`src/rtl/bsg_dmc_ui_burst_adapter.sv`:
```
// Whole-burst request front end for the DMC app_* interface: serializes write bursts, reassembles read bursts.
// Optional macro BSG_DMC_UI_BURST_ADAPTER_WDATA_FIRST_EN sends write data beats before the write command.
module bsg_dmc_ui_burst_adapter #(
    parameter int ui_addr_width_p   = 28,
    parameter int ui_data_width_p   = 32,
    parameter int ui_burst_length_p = 8,
    parameter int rd_fifo_els_p     = 4,
    localparam int burst_width_lp   = ui_data_width_p * ui_burst_length_p,
    localparam int mask_width_lp    = burst_width_lp / 8,
    localparam int beat_mask_w_lp   = ui_data_width_p / 8
) (
    input  logic                       clk_i,
    input  logic                       reset_i,
    input  logic                       init_calib_complete_i,
    input  logic                       cmd_v_i,
    output logic                       cmd_ready_o,
    input  logic                       cmd_write_i,
    input  logic [ui_addr_width_p-1:0] cmd_addr_i,
    input  logic [burst_width_lp-1:0]  cmd_data_i,
    input  logic [mask_width_lp-1:0]   cmd_mask_i,
    output logic                       rd_v_o,
    output logic [burst_width_lp-1:0]  rd_data_o,
    input  logic                       rd_yumi_i,
    output logic [ui_addr_width_p-1:0] app_addr_o,
    output logic [2:0]                 app_cmd_o,
    output logic                       app_en_o,
    input  logic                       app_rdy_i,
    output logic                       app_wdf_wren_o,
    output logic [ui_data_width_p-1:0] app_wdf_data_o,
    output logic [beat_mask_w_lp-1:0]  app_wdf_mask_o,
    output logic                       app_wdf_end_o,
    input  logic                       app_wdf_rdy_i,
    input  logic                       app_rd_data_valid_i,
    input  logic [ui_data_width_p-1:0] app_rd_data_i,
    input  logic                       app_rd_data_end_i,
    output logic                       error_o
);

    localparam int beat_w_lp = (ui_burst_length_p > 1) ? $clog2(ui_burst_length_p) : 1;
    localparam int cred_w_lp = $clog2(rd_fifo_els_p + 1);
    localparam int ptr_w_lp  = (rd_fifo_els_p > 1) ? $clog2(rd_fifo_els_p) : 1;
    localparam logic [beat_w_lp-1:0] last_beat_lp   = beat_w_lp'(ui_burst_length_p - 1);
    localparam logic [cred_w_lp-1:0] max_credits_lp = cred_w_lp'(rd_fifo_els_p);
    localparam logic [ptr_w_lp-1:0]  last_ptr_lp    = ptr_w_lp'(rd_fifo_els_p - 1);
    localparam logic [2:0] app_write_lp = 3'b000;
    localparam logic [2:0] app_read_lp  = 3'b001;

    typedef enum logic [1:0] {IDLE, CMD, WDATA} state_e;

    state_e                       state_r, state_n;
    logic [ui_addr_width_p-1:0]   addr_r;
    logic [2:0]                   cmd_r;
    logic [burst_width_lp-1:0]    data_r;
    logic [mask_width_lp-1:0]     mask_r;
    logic [beat_w_lp-1:0]         wbeat_r;
    logic [cred_w_lp-1:0]         credits_r;
    logic [cred_w_lp-1:0]         outstanding_r;
    logic [beat_w_lp-1:0]         rbeat_r;
    logic [burst_width_lp-1:0]    asm_r;
    logic [burst_width_lp-1:0]    push_data;
    logic [burst_width_lp-1:0]    mem [rd_fifo_els_p];
    logic [ptr_w_lp-1:0]          wptr_r, rptr_r;
    logic [cred_w_lp-1:0]         count_r;
    logic                         error_r;

    logic accept, read_issue, wdf_hs, pop, beat_last, push, fifo_full, fifo_write, err_cond;

    function automatic logic [ptr_w_lp-1:0] next_ptr(input logic [ptr_w_lp-1:0] p);
        return (p == last_ptr_lp) ? '0 : p + 1'b1;
    endfunction

    assign accept     = cmd_v_i & cmd_ready_o;
    assign read_issue = (state_r == CMD) & app_rdy_i & (cmd_r == app_read_lp);
    assign wdf_hs     = app_wdf_wren_o & app_wdf_rdy_i;
    assign pop        = rd_yumi_i & rd_v_o;
    assign beat_last  = (rbeat_r == last_beat_lp);
    assign push       = app_rd_data_valid_i & beat_last;
    assign fifo_full  = (count_r == max_credits_lp);
    assign fifo_write = push & ~fifo_full;
    assign err_cond   = (app_rd_data_valid_i & ((app_rd_data_end_i != beat_last) | (outstanding_r == '0)))
                      | (push & fifo_full);

    assign app_addr_o     = addr_r;
    assign app_cmd_o      = cmd_r;
    assign app_wdf_data_o = data_r[int'(wbeat_r)*ui_data_width_p +: ui_data_width_p];
    assign app_wdf_mask_o = mask_r[int'(wbeat_r)*beat_mask_w_lp +: beat_mask_w_lp];
    assign rd_v_o         = (count_r != '0);
    assign rd_data_o      = rd_v_o ? mem[rptr_r] : '0;
    assign error_o        = error_r;

    always_comb begin
        state_n        = state_r;
        cmd_ready_o    = 1'b0;
        app_en_o       = 1'b0;
        app_wdf_wren_o = 1'b0;
        app_wdf_end_o  = 1'b0;
        case (state_r)
            IDLE: begin
                cmd_ready_o = ~reset_i & init_calib_complete_i & (credits_r != '0);
                if (cmd_v_i & cmd_ready_o) begin
`ifdef BSG_DMC_UI_BURST_ADAPTER_WDATA_FIRST_EN
                    state_n = cmd_write_i ? WDATA : CMD;
`else
                    state_n = CMD;
`endif
                end
            end
            CMD: begin
                app_en_o = 1'b1;
                if (app_rdy_i) begin
`ifdef BSG_DMC_UI_BURST_ADAPTER_WDATA_FIRST_EN
                    state_n = IDLE;
`else
                    state_n = (cmd_r == app_write_lp) ? WDATA : IDLE;
`endif
                end
            end
            WDATA: begin
                app_wdf_wren_o = 1'b1;
                app_wdf_end_o  = (wbeat_r == last_beat_lp);
                if (app_wdf_rdy_i & app_wdf_end_o) begin
`ifdef BSG_DMC_UI_BURST_ADAPTER_WDATA_FIRST_EN
                    state_n = CMD;
`else
                    state_n = IDLE;
`endif
                end
            end
            default: state_n = IDLE;
        endcase
    end

    always_ff @(posedge clk_i or posedge reset_i) begin
        if (reset_i) begin
            state_r <= IDLE;
            addr_r  <= '0;
            cmd_r   <= app_write_lp;
            data_r  <= '0;
            mask_r  <= '0;
            wbeat_r <= '0;
        end else begin
            state_r <= state_n;
            if (accept) begin
                addr_r <= cmd_addr_i;
                cmd_r  <= cmd_write_i ? app_write_lp : app_read_lp;
                data_r <= cmd_data_i;
                mask_r <= cmd_mask_i;
            end
            if (wdf_hs)
                wbeat_r <= (wbeat_r == last_beat_lp) ? '0 : wbeat_r + 1'b1;
        end
    end

    // Credits reserve a FIFO slot at read issue, so returning data always has room.
    always_ff @(posedge clk_i or posedge reset_i) begin
        if (reset_i) begin
            credits_r     <= max_credits_lp;
            outstanding_r <= '0;
            rbeat_r       <= '0;
            count_r       <= '0;
            wptr_r        <= '0;
            rptr_r        <= '0;
            error_r       <= 1'b0;
        end else begin
            case ({read_issue, pop})
                2'b10:   credits_r <= credits_r - 1'b1;
                2'b01:   credits_r <= credits_r + 1'b1;
                default: credits_r <= credits_r;
            endcase
            case ({read_issue, push & (outstanding_r != '0)})
                2'b10:   outstanding_r <= outstanding_r + 1'b1;
                2'b01:   outstanding_r <= outstanding_r - 1'b1;
                default: outstanding_r <= outstanding_r;
            endcase
            if (app_rd_data_valid_i)
                rbeat_r <= beat_last ? '0 : rbeat_r + 1'b1;
            case ({fifo_write, pop})
                2'b10:   count_r <= count_r + 1'b1;
                2'b01:   count_r <= count_r - 1'b1;
                default: count_r <= count_r;
            endcase
            if (fifo_write)
                wptr_r <= next_ptr(wptr_r);
            if (pop)
                rptr_r <= next_ptr(rptr_r);
            if (err_cond)
                error_r <= 1'b1;
        end
    end

    // Data-only storage; validity is tracked by rbeat_r and count_r, which reset.
    always_ff @(posedge clk_i) begin
        if (app_rd_data_valid_i)
            asm_r[int'(rbeat_r)*ui_data_width_p +: ui_data_width_p] <= app_rd_data_i;
        if (fifo_write)
            mem[wptr_r] <= push_data;
    end

    always_comb begin
        push_data = asm_r;
        push_data[(ui_burst_length_p-1)*ui_data_width_p +: ui_data_width_p] = app_rd_data_i;
    end

endmodule

```
`config.mk`:
```
export PLATFORM = sky130hd
export DESIGN_NAME = bsg_dmc_ui_burst_adapter
export DESIGN_NICKNAME = d
export VERILOG_FILES = /design/src/rtl/bsg_dmc_ui_burst_adapter.sv
export SDC_FILE = /design/constraint.sdc
export NUM_CORES = 2
export LEC_CHECK = 0
export ABC_AREA = 1
export BUFFER_PORTS_ARGS = -buffer_cell sky130_fd_sc_hd__buf_2
export CAP_MARGIN = 10
export CORE_UTILIZATION = 55
export DETAILED_ROUTE_END_ITERATION = 8
export PLACE_DENSITY_LB_ADDON = 0.12
export SKIP_LAST_GASP = 1
export SYNTH_ARGS = -nofsm -noshare
export SYNTH_HDL_FRONTEND = slang
export SYNTH_SLANG_ARGS = --single-unit
export TNS_END_PERCENT = 100
```
`constraint.sdc`:
```
create_clock -name clk_i -period 18.3 [get_ports clk_i]
set_input_delay 3.66 -clock clk_i [delete_from_list [all_inputs] [get_ports clk_i]]
set_output_delay 3.66 -clock clk_i [all_outputs]
set_load 0.005 [all_outputs]
```
==> results list <==
- The first global-routing pass estimated 288000 microns of wire.
* Number of max-slew violations in the final report: 0
- Clock tree synthesis inserted a total of 159 buffers.
* Clock network latency to the later pin of the worst-skew pair: 0.76 ns
- Overall power consumption after layout is estimated at 12.27 mW.
- 687 I/O pins were placed.
- In the synthesized netlist the async set-or-reset flop fraction comes to 21.36%.
* Core Rows: 125
- Number of failing setup endpoints in the final timing report: 0
* Final hold violation count: 0
* Power density relative to cell area: 165.7 nW/um^2
- Share of the cycle needed by the critical path after routing: 52.37%
- Y dimension of the die: 345.6 microns
* Initial core utilization: 55.67%
* CP bufs+invs: 4
- The largest total area in the synthesized netlist belongs to edfxtp_1.
- Number of cells upsized or downsized after cts: 0
- Cell Chain, Critical Path: buf_4, buf_4, buf_4, nor2_1, nor2_1, o21ai_0, a21oi_1, buf_2
- In this design, the stage delay of the slowest critical-path cell is 1.00 ns.
- The kind of cell with the highest combined delay along the critical path is buffers and inverters.
- Post-route ant nets: 0
* Clock tree from TritonCTS: yes
* Most common cell in the synthesized netlist: nor2_1
- Avg Inst Size Synth: 11.03 sq um
- Ranking of synthesized cells by instance count: nor2_1, edfxtp_1, nand2_1
- Hold_ws: 0.4702 ns
- Type of destination of the critical path: output pin
* Cell repeated most along the worst path: buf_4
- The routed layout has 47060 vias.
- For this run, the number of Yosys warnings is 0.
- The final layout contains routed wiring with a total length of 195800 microns.
- Mapped Cells: 5890
* Detailed-route vias per instance: 5.848
- Summed over all failing endpoints, the final setup total negative slack is 0 ns.
- DRT iter0 DRCs: 5907
- By area the synthesized netlist is led by edfxtp_1, dfrtp_1, nor2_1.
- Clock-pin slew was measured on the worst setup and hold paths at 0.06 ns.
- Worst relative slew slack: 6.160%
* Outcome: finished clean
* Depth of the CTS H-tree: 4
- Router iterations before antenna repair: 6
- Of the synthesized area, sequential elements account for 70.76%.
- Number of nets in the layout: 6725
- Count of buffers from port buffering: 684
- Global routing used 32.47% of the available tracks.
- Antenna violations before repair: 70
- Post-synthesis cell area: 64950 sq um
- Max Fclk: 0.1043 GHz
- The top cell type by area accounts for 57.70% of the synthesized area.
* Crit-path slowest cell: dfrtp_4
- For the pin with the worst max-slew slack, the measured transition is 1.408 ns.
- Post-CTS Setup Repair Bufs: 0
* Worst-case clock skew: 0.02670 ns
- Startpoint type of the worst setup path: flop
* Worst Setup Path Type: reg -> out
* Leakage: 28.95 nW
- The tool flagged a number of max-cap violations equal to 0.
- Core area: 116700 sq um
- EDFF count, synth: 1248
* Maximum count of clock buffers along a single path: 3
- Summed over all layers, the global routing overflow is 0.
* Clock root buffer master: clkbuf_16
* Minimum period implied by the final worst setup slack: 9.585 ns
* Total die area: 119500 sq um
- Number of sinks handled by clock tree synthesis: 1587
- In the routed design, unresolved DRC markers number 0.
- Pin count of the biggest net entering global routing: 275
- In the final routed layout, each cell accounts on average for 24.34 microns.
- After clock tree synthesis, the flow added hold-fix buffers numbering 0.
- Once detailed placement completed, the half-perimeter wirelength came to 115100 microns.
* Maximum fanout along the worst path: 102
- The congestion estimate from routability-driven global placement came to 0.9218.
- Cells with a size suffix above 1 make up 15.33% of the layout.
- The via count of the first global-routing pass was 44120.
- Setup repair after global routing left no endpoint under its margin.
* Width of the die: 345.6 microns
* Post-synthesis cell type count: 36
- Req. time, crit path: 14.64 ns
- Worst hold path class: reg -> reg
- Primary FF master, synth: edfxtp_1
- For the worst setup path, the data arrival time is 5.92 ns.
- Area delta synth->final: 14.01%
- In this run, synthesis produced a sequential element count of 1587.
- VDD sags by at most 0.0001541 V.
==> path summary, 6_finish.rpt <==
| check | from | cells past startpoint | slack (ns) | endpoint |
|---|---|---|---|---|
| min in group asynchronous | reset_i | 2 | 2.93 | data_r[109]$_DFFE_PP0P_ |
| setup / recovery | rptr_r[0]$_DFFE_PP0P_ | 8 | 8.72 | rd_data_o[249] |
| hold reg to reg | asm_r[144]$_DFFE_PP_ | 0 | 0.47 | mem[1][144]$_DFFE_PP_ |
| max in group asynchronous | reset_i | 4 | 13.16 | data_r[204]$_DFFE_PP0P_ |
| hold / removal | asm_r[144]$_DFFE_PP_ | 0 | 0.47 | mem[1][144]$_DFFE_PP_ |
| setup reg to reg | rbeat_r[1]$_DFFE_PP0P_ | 9 | 13.16 | mem[1][112]$_DFFE_PP_ |
==> where the power goes <==
group          total (mW)  internal, mW  switching (mW)
registers            4.74          4.42           0.322
clock network        3.16          1.82            1.35
logic                4.37          1.28            3.08
total                12.3          7.52            4.75
==> worst register-to-register path, stage by stage, from the launching register on <==
cell and delay, ns:
dfrtp_1 0.35, ha_1 0.17, ha_1 0.42, nand2_1 0.14
inv_1 0.09, nand2_1 0.31, nor2_4 0.64, buf_12 0.59
buf_4 1.18, buf_4 0.81
==> final cells by class <==
| cell class | count | area [sq um] |
|---|---|---|
| Clock buffer | 212 | 4333 |
| Timing Repair Buffer | 739 | 3970 |
| Fill cell | 9282 | 42630 |
| Inverter | 54 | 240.2 |
| Sequential cell | 1587 | 45970 |
| Multi-Input combinational cell | 3809 | 16830 |
| Antenna cell | 44 | 110.1 |
| Clock inverter | 78 | 679.4 |
| Tap cell | 1524 | 1907 |
==> registers in the layout, indices dropped and copies added, names as in the netlist, 28 cells and up <==
signal / count
mem: 1024
data_r: 256
asm_r: 224
mask_r: 32
app_addr_o: 28
==> kinds of logic after synthesis <==
group / Yosys count / share of synthesized area [%]
fa+ha+maj: 17 / 0.3622
compound gates: 930 / 7.180
buf+inv: 495 / 3.491
simple gates: 2853 / 18.10
xor+xnor: 7 / 0.09440
other cells: 1 / 0.005774
flops: 1587 / 70.76
==> stage by stage <==
step,util (%),cells,setup slack (ns),area (sq um)
6_report,63.46,8047,8.715,74050
5_1_grt,63.45,8038,8.490,74020
4_1_cts,63.37,8003,8.717,73940
3_5_place_dp,59.07,7713,9.543,68920
3_3_place_gp,59.07,7713,9.587,68920
2_1_floorplan,-,5891,1.852,64950
==> layout by cell type (no fill, tap or decap), types with 3 or more instances in the layout <==
cell           n
nor2_1      1285
edfxtp_1    1248
nand2_1     1109
buf_2        683
o21ai_0      624
dfrtp_1      334
nand4_1      326
a21oi_1      258
clkbuf_16    163
nand3_1       67
buf_4         45
diode_2       44
inv_1         44
o21ai_1       44
clkbuf_1      42
clkinv_1      32
clkinv_2      25
nor3_1        24
nor3b_1       20
ha_1          12
bufinv_16     11
buf_12        10
nor2_4         8
clkbuf_8       8
xnor2_1        5
nor3_2         5
inv_6          5
inv_2          4
inv_8          3
nand3_2        3
fa_1           3
clkinvlp_4     3
dfrtp_4        3
==> layer usage <==
metal / wire length [microns] / global-route usage, % / up-vias / share of wire, %
li1: - / - / 21360 / -
met1: 76150 / 45.27 / 22820 / 39
met2: 89550 / 48.76 / 2440 / 46
met3: 20310 / 6.869 / 407 / 10
met4: 9638 / 16.12 / 26 / 4.9
met5: 168 / 0 / - / 0.086
Note: power is estimated with default switching activity, not from simulation.
